### src/rtl/stopwatch_ctrl_pkg.sv
// Shared encodings and widths for the stopwatch control sequencer.
// Also holds the single-pulse priority resolver used by the FSM.
package stopwatch_ctrl_pkg;

  localparam int unsigned BCD_W   = 16;
  localparam int unsigned STATE_W = 3;
  localparam int unsigned SEL_W   = 4;
  localparam int unsigned CNT_W   = 4;

  localparam logic [STATE_W-1:0] IDLE_S     = 3'd0;
  localparam logic [STATE_W-1:0] RUN_S      = 3'd1;
  localparam logic [STATE_W-1:0] EDIT_H_S   = 3'd2;
  localparam logic [STATE_W-1:0] EDIT_TS_S  = 3'd3;
  localparam logic [STATE_W-1:0] EDIT_S_S   = 3'd4;
  localparam logic [STATE_W-1:0] EDIT_T_S   = 3'd5;
  localparam logic [STATE_W-1:0] LAP_VIEW_S = 3'd6;

  typedef enum logic [STATE_W-1:0] {
    ST_IDLE     = IDLE_S,
    ST_RUN      = RUN_S,
    ST_EDIT_H   = EDIT_H_S,
    ST_EDIT_TS  = EDIT_TS_S,
    ST_EDIT_S   = EDIT_S_S,
    ST_EDIT_T   = EDIT_T_S,
    ST_LAP_VIEW = LAP_VIEW_S
  } state_e;

  localparam logic [SEL_W-1:0] SEL_NONE    = 4'b0000;
  localparam logic [SEL_W-1:0] SEL_EDIT_H  = 4'b0001;
  localparam logic [SEL_W-1:0] SEL_EDIT_TS = 4'b0010;
  localparam logic [SEL_W-1:0] SEL_EDIT_S  = 4'b0100;
  localparam logic [SEL_W-1:0] SEL_EDIT_T  = 4'b1000;

  typedef struct packed {
    logic start;
    logic set;
    logic lap;
    logic change;
  } pulse_t;

  // At most one pulse survives: start > set > lap > change.
  function automatic pulse_t prio_pulse(input logic st, input logic se,
                                        input logic la, input logic ch);
    pulse_t p;
    p.start  = st;
    p.set    = se & ~st;
    p.lap    = la & ~st & ~se;
    p.change = ch & ~st & ~se & ~la;
    return p;
  endfunction

endpackage

### src/rtl/stopwatch_lap_buffer.sv
// Append-only lap snapshot register file with combinational read port.
// Captures beyond DEPTH are dropped; flush empties it without touching data.
module stopwatch_lap_buffer
  import stopwatch_ctrl_pkg::*;
#(
  parameter int unsigned DEPTH = 4
) (
  input  logic                                  clk100_i,
  input  logic                                  rstn_i,
  input  logic                                  i_wr_en,
  input  logic [BCD_W-1:0]                      i_wr_data,
  input  logic                                  i_flush,
  input  logic [((DEPTH > 1) ? $clog2(DEPTH) : 1)-1:0] i_rd_idx,
  output logic [BCD_W-1:0]                      o_rd_data,
  output logic [CNT_W-1:0]                      o_count,
  output logic                                  o_full
);

  localparam int unsigned IDX_W = (DEPTH > 1) ? $clog2(DEPTH) : 1;

  logic [BCD_W-1:0] r_mem [DEPTH];
  logic [CNT_W-1:0] r_count;
  logic             w_full;
  logic [IDX_W-1:0] w_wr_ptr;

  assign w_full   = (r_count == CNT_W'(DEPTH));
  assign w_wr_ptr = IDX_W'(r_count);

  // Entry storage: the append pointer is simply the current fill count.
  always_ff @(posedge clk100_i or negedge rstn_i) begin
    if (!rstn_i) begin
      for (int i = 0; i < int'(DEPTH); i++) begin
        r_mem[i] <= '0;
      end
    end else if (i_wr_en && !w_full && !i_flush) begin
      r_mem[w_wr_ptr] <= i_wr_data;
    end
  end

  always_ff @(posedge clk100_i or negedge rstn_i) begin
    if (!rstn_i) begin
      r_count <= '0;
    end else if (i_flush) begin
      r_count <= '0;
    end else if (i_wr_en && !w_full) begin
      r_count <= r_count + CNT_W'(1);
    end
  end

  assign o_rd_data = r_mem[i_rd_idx];
  assign o_count   = r_count;
  assign o_full    = w_full;

endmodule

### src/rtl/stopwatch_ctrl.sv
// Stopwatch control sequencer: turns debounced button pulses into run/clear,
// digit-edit increments and lap capture/viewing for the BCD counter chain.
module stopwatch_ctrl
  import stopwatch_ctrl_pkg::*;
#(
  parameter int unsigned LAP_DEPTH = 4
) (
  input  logic             clk100_i,
  input  logic             rstn_i,
  input  logic             start_i,
  input  logic             set_i,
  input  logic             change_i,
  input  logic             lap_i,
  input  logic [BCD_W-1:0] time_i,
  output logic             run_o,
  output logic             clear_o,
  output logic [SEL_W-1:0] edit_sel_o,
  output logic             inc_o,
  output logic [BCD_W-1:0] disp_o,
  output logic [CNT_W-1:0] lap_cnt_o,
  output logic             lap_view_o
);

  localparam int unsigned IDX_W = (LAP_DEPTH > 1) ? $clog2(LAP_DEPTH) : 1;

  state_e           r_state;
  logic             r_run;
  logic             r_clear;
  logic [SEL_W-1:0] r_edit_sel;
  logic             r_inc;
  logic             r_lap_view;
  logic [IDX_W-1:0] r_rd_idx;

  pulse_t           w_p;
  logic             w_wr_en;
  logic             w_flush;
  logic             w_full;
  logic [CNT_W-1:0] w_count;
  logic [BCD_W-1:0] w_rd_data;
  logic [IDX_W-1:0] w_rd_next;

  assign w_p = prio_pulse(start_i, set_i, lap_i, change_i);

  assign w_wr_en = (r_state == ST_RUN) && w_p.lap && !w_full;
  assign w_flush = (r_state == ST_LAP_VIEW) && w_p.lap;

  // Read index wraps at the number of stored laps, not at LAP_DEPTH.
  assign w_rd_next = (r_rd_idx == IDX_W'(w_count - CNT_W'(1))) ?
                     '0 : r_rd_idx + IDX_W'(1);

  stopwatch_lap_buffer #(
    .DEPTH (LAP_DEPTH)
  ) u_lap_buffer (
    .clk100_i  (clk100_i),
    .rstn_i    (rstn_i),
    .i_wr_en   (w_wr_en),
    .i_wr_data (time_i),
    .i_flush   (w_flush),
    .i_rd_idx  (r_rd_idx),
    .o_rd_data (w_rd_data),
    .o_count   (w_count),
    .o_full    (w_full)
  );

  always_ff @(posedge clk100_i or negedge rstn_i) begin
    if (!rstn_i) begin
      r_state    <= ST_IDLE;
      r_run      <= 1'b0;
      r_clear    <= 1'b0;
      r_edit_sel <= SEL_NONE;
      r_inc      <= 1'b0;
      r_lap_view <= 1'b0;
      r_rd_idx   <= '0;
    end else begin
      r_clear <= 1'b0;
      r_inc   <= 1'b0;
      case (r_state)
        ST_IDLE: begin
          if (w_p.start) begin
            r_state <= ST_RUN;
            r_run   <= 1'b1;
          end else if (w_p.set) begin
            r_state    <= ST_EDIT_H;
            r_edit_sel <= SEL_EDIT_H;
          end else if (w_p.lap) begin
            if (w_count == '0) begin
              r_clear <= 1'b1;
            end else begin
              r_state    <= ST_LAP_VIEW;
              r_lap_view <= 1'b1;
              r_rd_idx   <= '0;
            end
          end
        end
        ST_RUN: begin
          if (w_p.start) begin
            r_state <= ST_IDLE;
            r_run   <= 1'b0;
          end
        end
        ST_EDIT_H: begin
          if (w_p.set) begin
            r_state    <= ST_EDIT_TS;
            r_edit_sel <= SEL_EDIT_TS;
          end else if (w_p.change) begin
            r_inc <= 1'b1;
          end
        end
        ST_EDIT_TS: begin
          if (w_p.set) begin
            r_state    <= ST_EDIT_S;
            r_edit_sel <= SEL_EDIT_S;
          end else if (w_p.change) begin
            r_inc <= 1'b1;
          end
        end
        ST_EDIT_S: begin
          if (w_p.set) begin
            r_state    <= ST_EDIT_T;
            r_edit_sel <= SEL_EDIT_T;
          end else if (w_p.change) begin
            r_inc <= 1'b1;
          end
        end
        ST_EDIT_T: begin
          if (w_p.set) begin
            r_state    <= ST_IDLE;
            r_edit_sel <= SEL_NONE;
          end else if (w_p.change) begin
            r_inc <= 1'b1;
          end
        end
        ST_LAP_VIEW: begin
          // Both exits return to IDLE; lap additionally flushes the buffer.
          if (w_p.start || w_p.lap) begin
            r_state    <= ST_IDLE;
            r_lap_view <= 1'b0;
          end else if (w_p.change) begin
            r_rd_idx <= w_rd_next;
          end
        end
        default: begin
          r_state    <= ST_IDLE;
          r_run      <= 1'b0;
          r_edit_sel <= SEL_NONE;
          r_lap_view <= 1'b0;
          r_rd_idx   <= '0;
        end
      endcase
    end
  end

  assign run_o      = r_run;
  assign clear_o    = r_clear;
  assign edit_sel_o = r_edit_sel;
  assign inc_o      = r_inc;
  assign lap_view_o = r_lap_view;
  assign lap_cnt_o  = w_count;
  assign disp_o     = (r_state == ST_LAP_VIEW) ? w_rd_data : time_i;

endmodule

### config.mk
export PLATFORM = sky130hd
export DESIGN_NAME = stopwatch_ctrl
export DESIGN_NICKNAME = d
export VERILOG_FILES = /design/src/rtl/stopwatch_ctrl_pkg.sv /design/src/rtl/stopwatch_lap_buffer.sv /design/src/rtl/stopwatch_ctrl.sv
export SDC_FILE = /design/constraint.sdc
export NUM_CORES = 1
export LEC_CHECK = 0
export BUFFER_PORTS_ARGS = -buffer_cell sky130_fd_sc_hd__buf_2
export CAP_MARGIN = 20
export CORE_MARGIN = 10
export CORE_UTILIZATION = 55
export DETAILED_ROUTE_END_ITERATION = 7
export PLACE_DENSITY = 0.81
export SYNTH_ARGS = -nofsm -noshare
export SYNTH_HDL_FRONTEND = slang
export SYNTH_SLANG_ARGS = --single-unit
export TNS_END_PERCENT = 50
### constraint.sdc
create_clock -name clk100_i -period 5.1 [get_ports clk100_i]
set_clock_uncertainty 0.2 [all_clocks]
set_input_delay 1.02 -clock clk100_i [delete_from_list [all_inputs] [get_ports clk100_i]]
set_output_delay 1.02 -clock clk100_i [all_outputs]
set_load 0.02 [all_outputs]
==> summary.md <==
| Metric | Value |
|---|---|
| Status | complete, no violations |
| Top cell type by total area after synthesis | dfrtp_1 |
| Placement Cell Area | 0.00440 mm² |
| CP Launch Type | flop |
| R2R cell count | 4 |
| Max-cap viol count | 0 |
| Hold Crit Depth | 1 |
| Power, Total | 2.42 mW |
| Crit path kind | flop to output pin |
| Fmax achieved | 257 MHz |
| Register Area | 0.00203 mm² |
| Crit. End Element | output pin |
| Final wirelength | 8310 µm |
| Final period util | 0.762 |
| Setup bufs post-CTS | 0 |
| Arrival time worst endpoint | 2.67 ns |
| R2r startpoint | r_state[2] |
| Largest net degree at the start of global routing | 82 |
| Final cell count without fillers | 443 |
| Worst Hold Class | flop to flop |
| Reg clk slew, reported paths | 0.08 ns |
| Antenna violations before repair | 0 |
| # rows | 31 |
| Tightest Pin Transition | 0.961 ns |
| Most frequent cell after synthesis | dfrtp_1 |
| # fillers | 580 |
| IO buf count | 49 |
| Hold_buf cts | 0 |
| Bufs on Longest Clock Path | 2 |
| Syn_nets | 322 |
| DP HPWL | 5470 µm |
| GPL Wtd Cong | 0.843 |
| Post-synth ARST share | 1.00 |
| Seq/Total Area, Yosys | 0.490 |
| Via count | 2577 |
| Top_reg_cell synth | dfrtp_1 |
| CTS tree | yes |
| Top cell type's share of synthesized area | 0.490 |
| RSZ-0062 raised after global routing | false |
| First-pass GRT wire length | 13800 µm |
| Syn avg cell area | 14.0 µm² |
| Slew Viols, Final | 0 |
| All-layer global routing usage | 0.151 |
| Post-place setup slack | 1.63 ns |
| Compound-gate portion of the synthesized area | 0.0659 |
| Seq cells post-synth | 81 |
| Post-synthesis cell type count | 54 |
| IO Count | 50 |
| Placed insts | 427 |
| Synth top cells by count | 81 x dfrtp_1, 67 x mux2_2, 16 x mux4_2 |
| Horiz. Die Dim | 107 µm |
| 1st-pass router iterations | 4 |
| Chip Height | 107 µm |
| Data required, critical path | 3.88 ns |
| Slew headroom | 0.358 |
| H-tree depth | 3 |
| DR WL/cell | 18.7 µm |
| Final Hold Fails | 0 |
| Leak | 2.25 nW |
| Number of synthesized flops with an enable pin | 0 |
| Post-synthesis mux area share | 0.323 |
| Ranking of synthesized cells by area | dfrtp_1 49%, mux2_2 18%, mux4_2 8.7% |
| Finished layout cell area | 0.00466 mm² |
| Layout cells sized above 1 | 0.500 |
| Fin util | 0.639 |
| DRC viols | 0 |
| Insertion delay to the later sink of the worst-skew pair | 0.35 ns |
| Vias in the first global route | 2681 |
| Core area | 0.00729 mm² |
| Drt initial violations | 137 |
| Synth-to-Final Area Change | 12.6% |
| # clock sinks | 81 |
| Vias per inst | 5.82 |
| Setup violators final | 0 |
| Root buffer cell | clkbuf_8 |
| Total CTS buffers | 9 |
| Largest family of logic cells by synthesized area | multiplexers |
| Mapped Cells | 296 |
| Simple logic cell fraction of the synthesized area | 0.0708 |
| Hold slack | 0.291 ns |
| Pwr dens | 519 mW/mm² |
| Xor-xnor portion of the synthesized cell area | 0.00635 |
| Max VDD drop | 233 µV |
| Yosys warnings | 0 |
| Reg2reg setup slack | 2.51 ns |
| Grt total ovfl | 0 |
| Max FO, Critical Path | 20 |
| Nets | 366 |
| Min Tclk post-route | 3.89 ns |
| Antenna Cells | 0 |
| Synthesized area | 0.00414 mm² |
| Area of the multi-input gates | 0.00198 mm² |
| R2R Path End | u_lap_buffer.o_count[0] |
| Starting Density | 0.567 |
| Setup TNS | 0 ns |
| Hold path start | run_o |
| Cts repair resizes | 0 |
| ANT nets after route | 0 |
| Die area | 0.0114 mm² |
| Hold path endpoint | run_o |
| Final WS setup | 1.21 ns |
| Post-Synth Adder-Cell Area | 0.0121 |
## per-layer routing
metal / global-route usage / share of wire / up-vias
li1: - / - / 1197
met1: 0.193 / 0.46 / 1322
met2: 0.238 / 0.49 / 52
met3: 0.0401 / 0.040 / 6
met4: 0.0590 / 0.011 / 0
met5: 0 / 0 / -
## flip-flops by register name, summed over array words and instances, names as in the netlist
name / count
lap_view_o: 1
inc_o: 1
edit_sel_o: 4
r_rd_idx: 2
r_state: 3
run_o: 1
clear_o: 1
u_lap_buffer.o_count: 4
u_lap_buffer.r_mem: 64
## power breakdown
part / switching (mW) / internal (mW) / leakage (nW)
clock: 0.221 / 0.314 / 0.116
combinational: 0.360 / 0.455 / 1.06
sequential: 0.200 / 0.869 / 1.07
total: 0.780 / 1.64 / 2.25
## logic make-up after synthesis
logic type / Yosys count
AND/OR/NAND/NOR: 47
AO/OA/AOI/OAI: 40
multiplexers: 98
adder cells (fa/ha/maj): 4
flip-flops: 81
XOR/XNOR: 3
buffers and inverters: 23
## critical path, stage by stage (launching register included)
cell	delay, ns
dfrtp_1	0.74
nor2b_1	0.29
nand2_1	0.60
mux2_2	0.51
buf_2	0.16
## layout make-up
class | count | share of cell area
Clock buffer | 13 | 0.0363
Timing Repair Buffer | 51 | 0.0607
Inverter | 5 | 0.00403
Clock inverter | 2 | 0.0129
Sequential cell | 81 | 0.435
Multi-Input combinational cell | 192 | 0.425
Tap cell | 99 | 0.0266
## cells in the final DEF (no fill, tap or decap), types with 2 or more instances in the layout
master     count
nor2_1        10
inv_1          5
a21oi_1        9
xor2_1         2
buf_4          2
nand3_1        2
ha_1           4
a21o_1         2
mux2_4        14
o21ai_0       10
nand2_1        9
a31oi_1        2
bufinv_16      2
dfrtp_1       81
o22ai_1        2
nor3b_1        2
mux4_2        16
nand2b_1       2
clkbuf_8      12
nor2b_1        3
mux2_2        67
nand2_4        3
buf_2         48
and3_1         2
nor3_1         3
## worst max-delay path by stage
| stage | from | end | slack [ns] | cells after the start |
|---|---|---|---|---|
| final | r_state[2] | disp_o[1] | 1.21 | 4 |
| after global routing | r_state[2] | disp_o[11] | 1.04 | 4 |
| after CTS | r_state[2] | disp_o[1] | 1.22 | 4 |
| after detailed placement | r_state[2] | disp_o[1] | 1.63 | 4 |
| after global placement | r_state[2] | disp_o[2] | 1.69 | 4 |
| after floorplan | r_rd_idx[0] | disp_o[10] | 2.28 | 3 |
No activity file was read; power rests on OpenSTA's default activity.
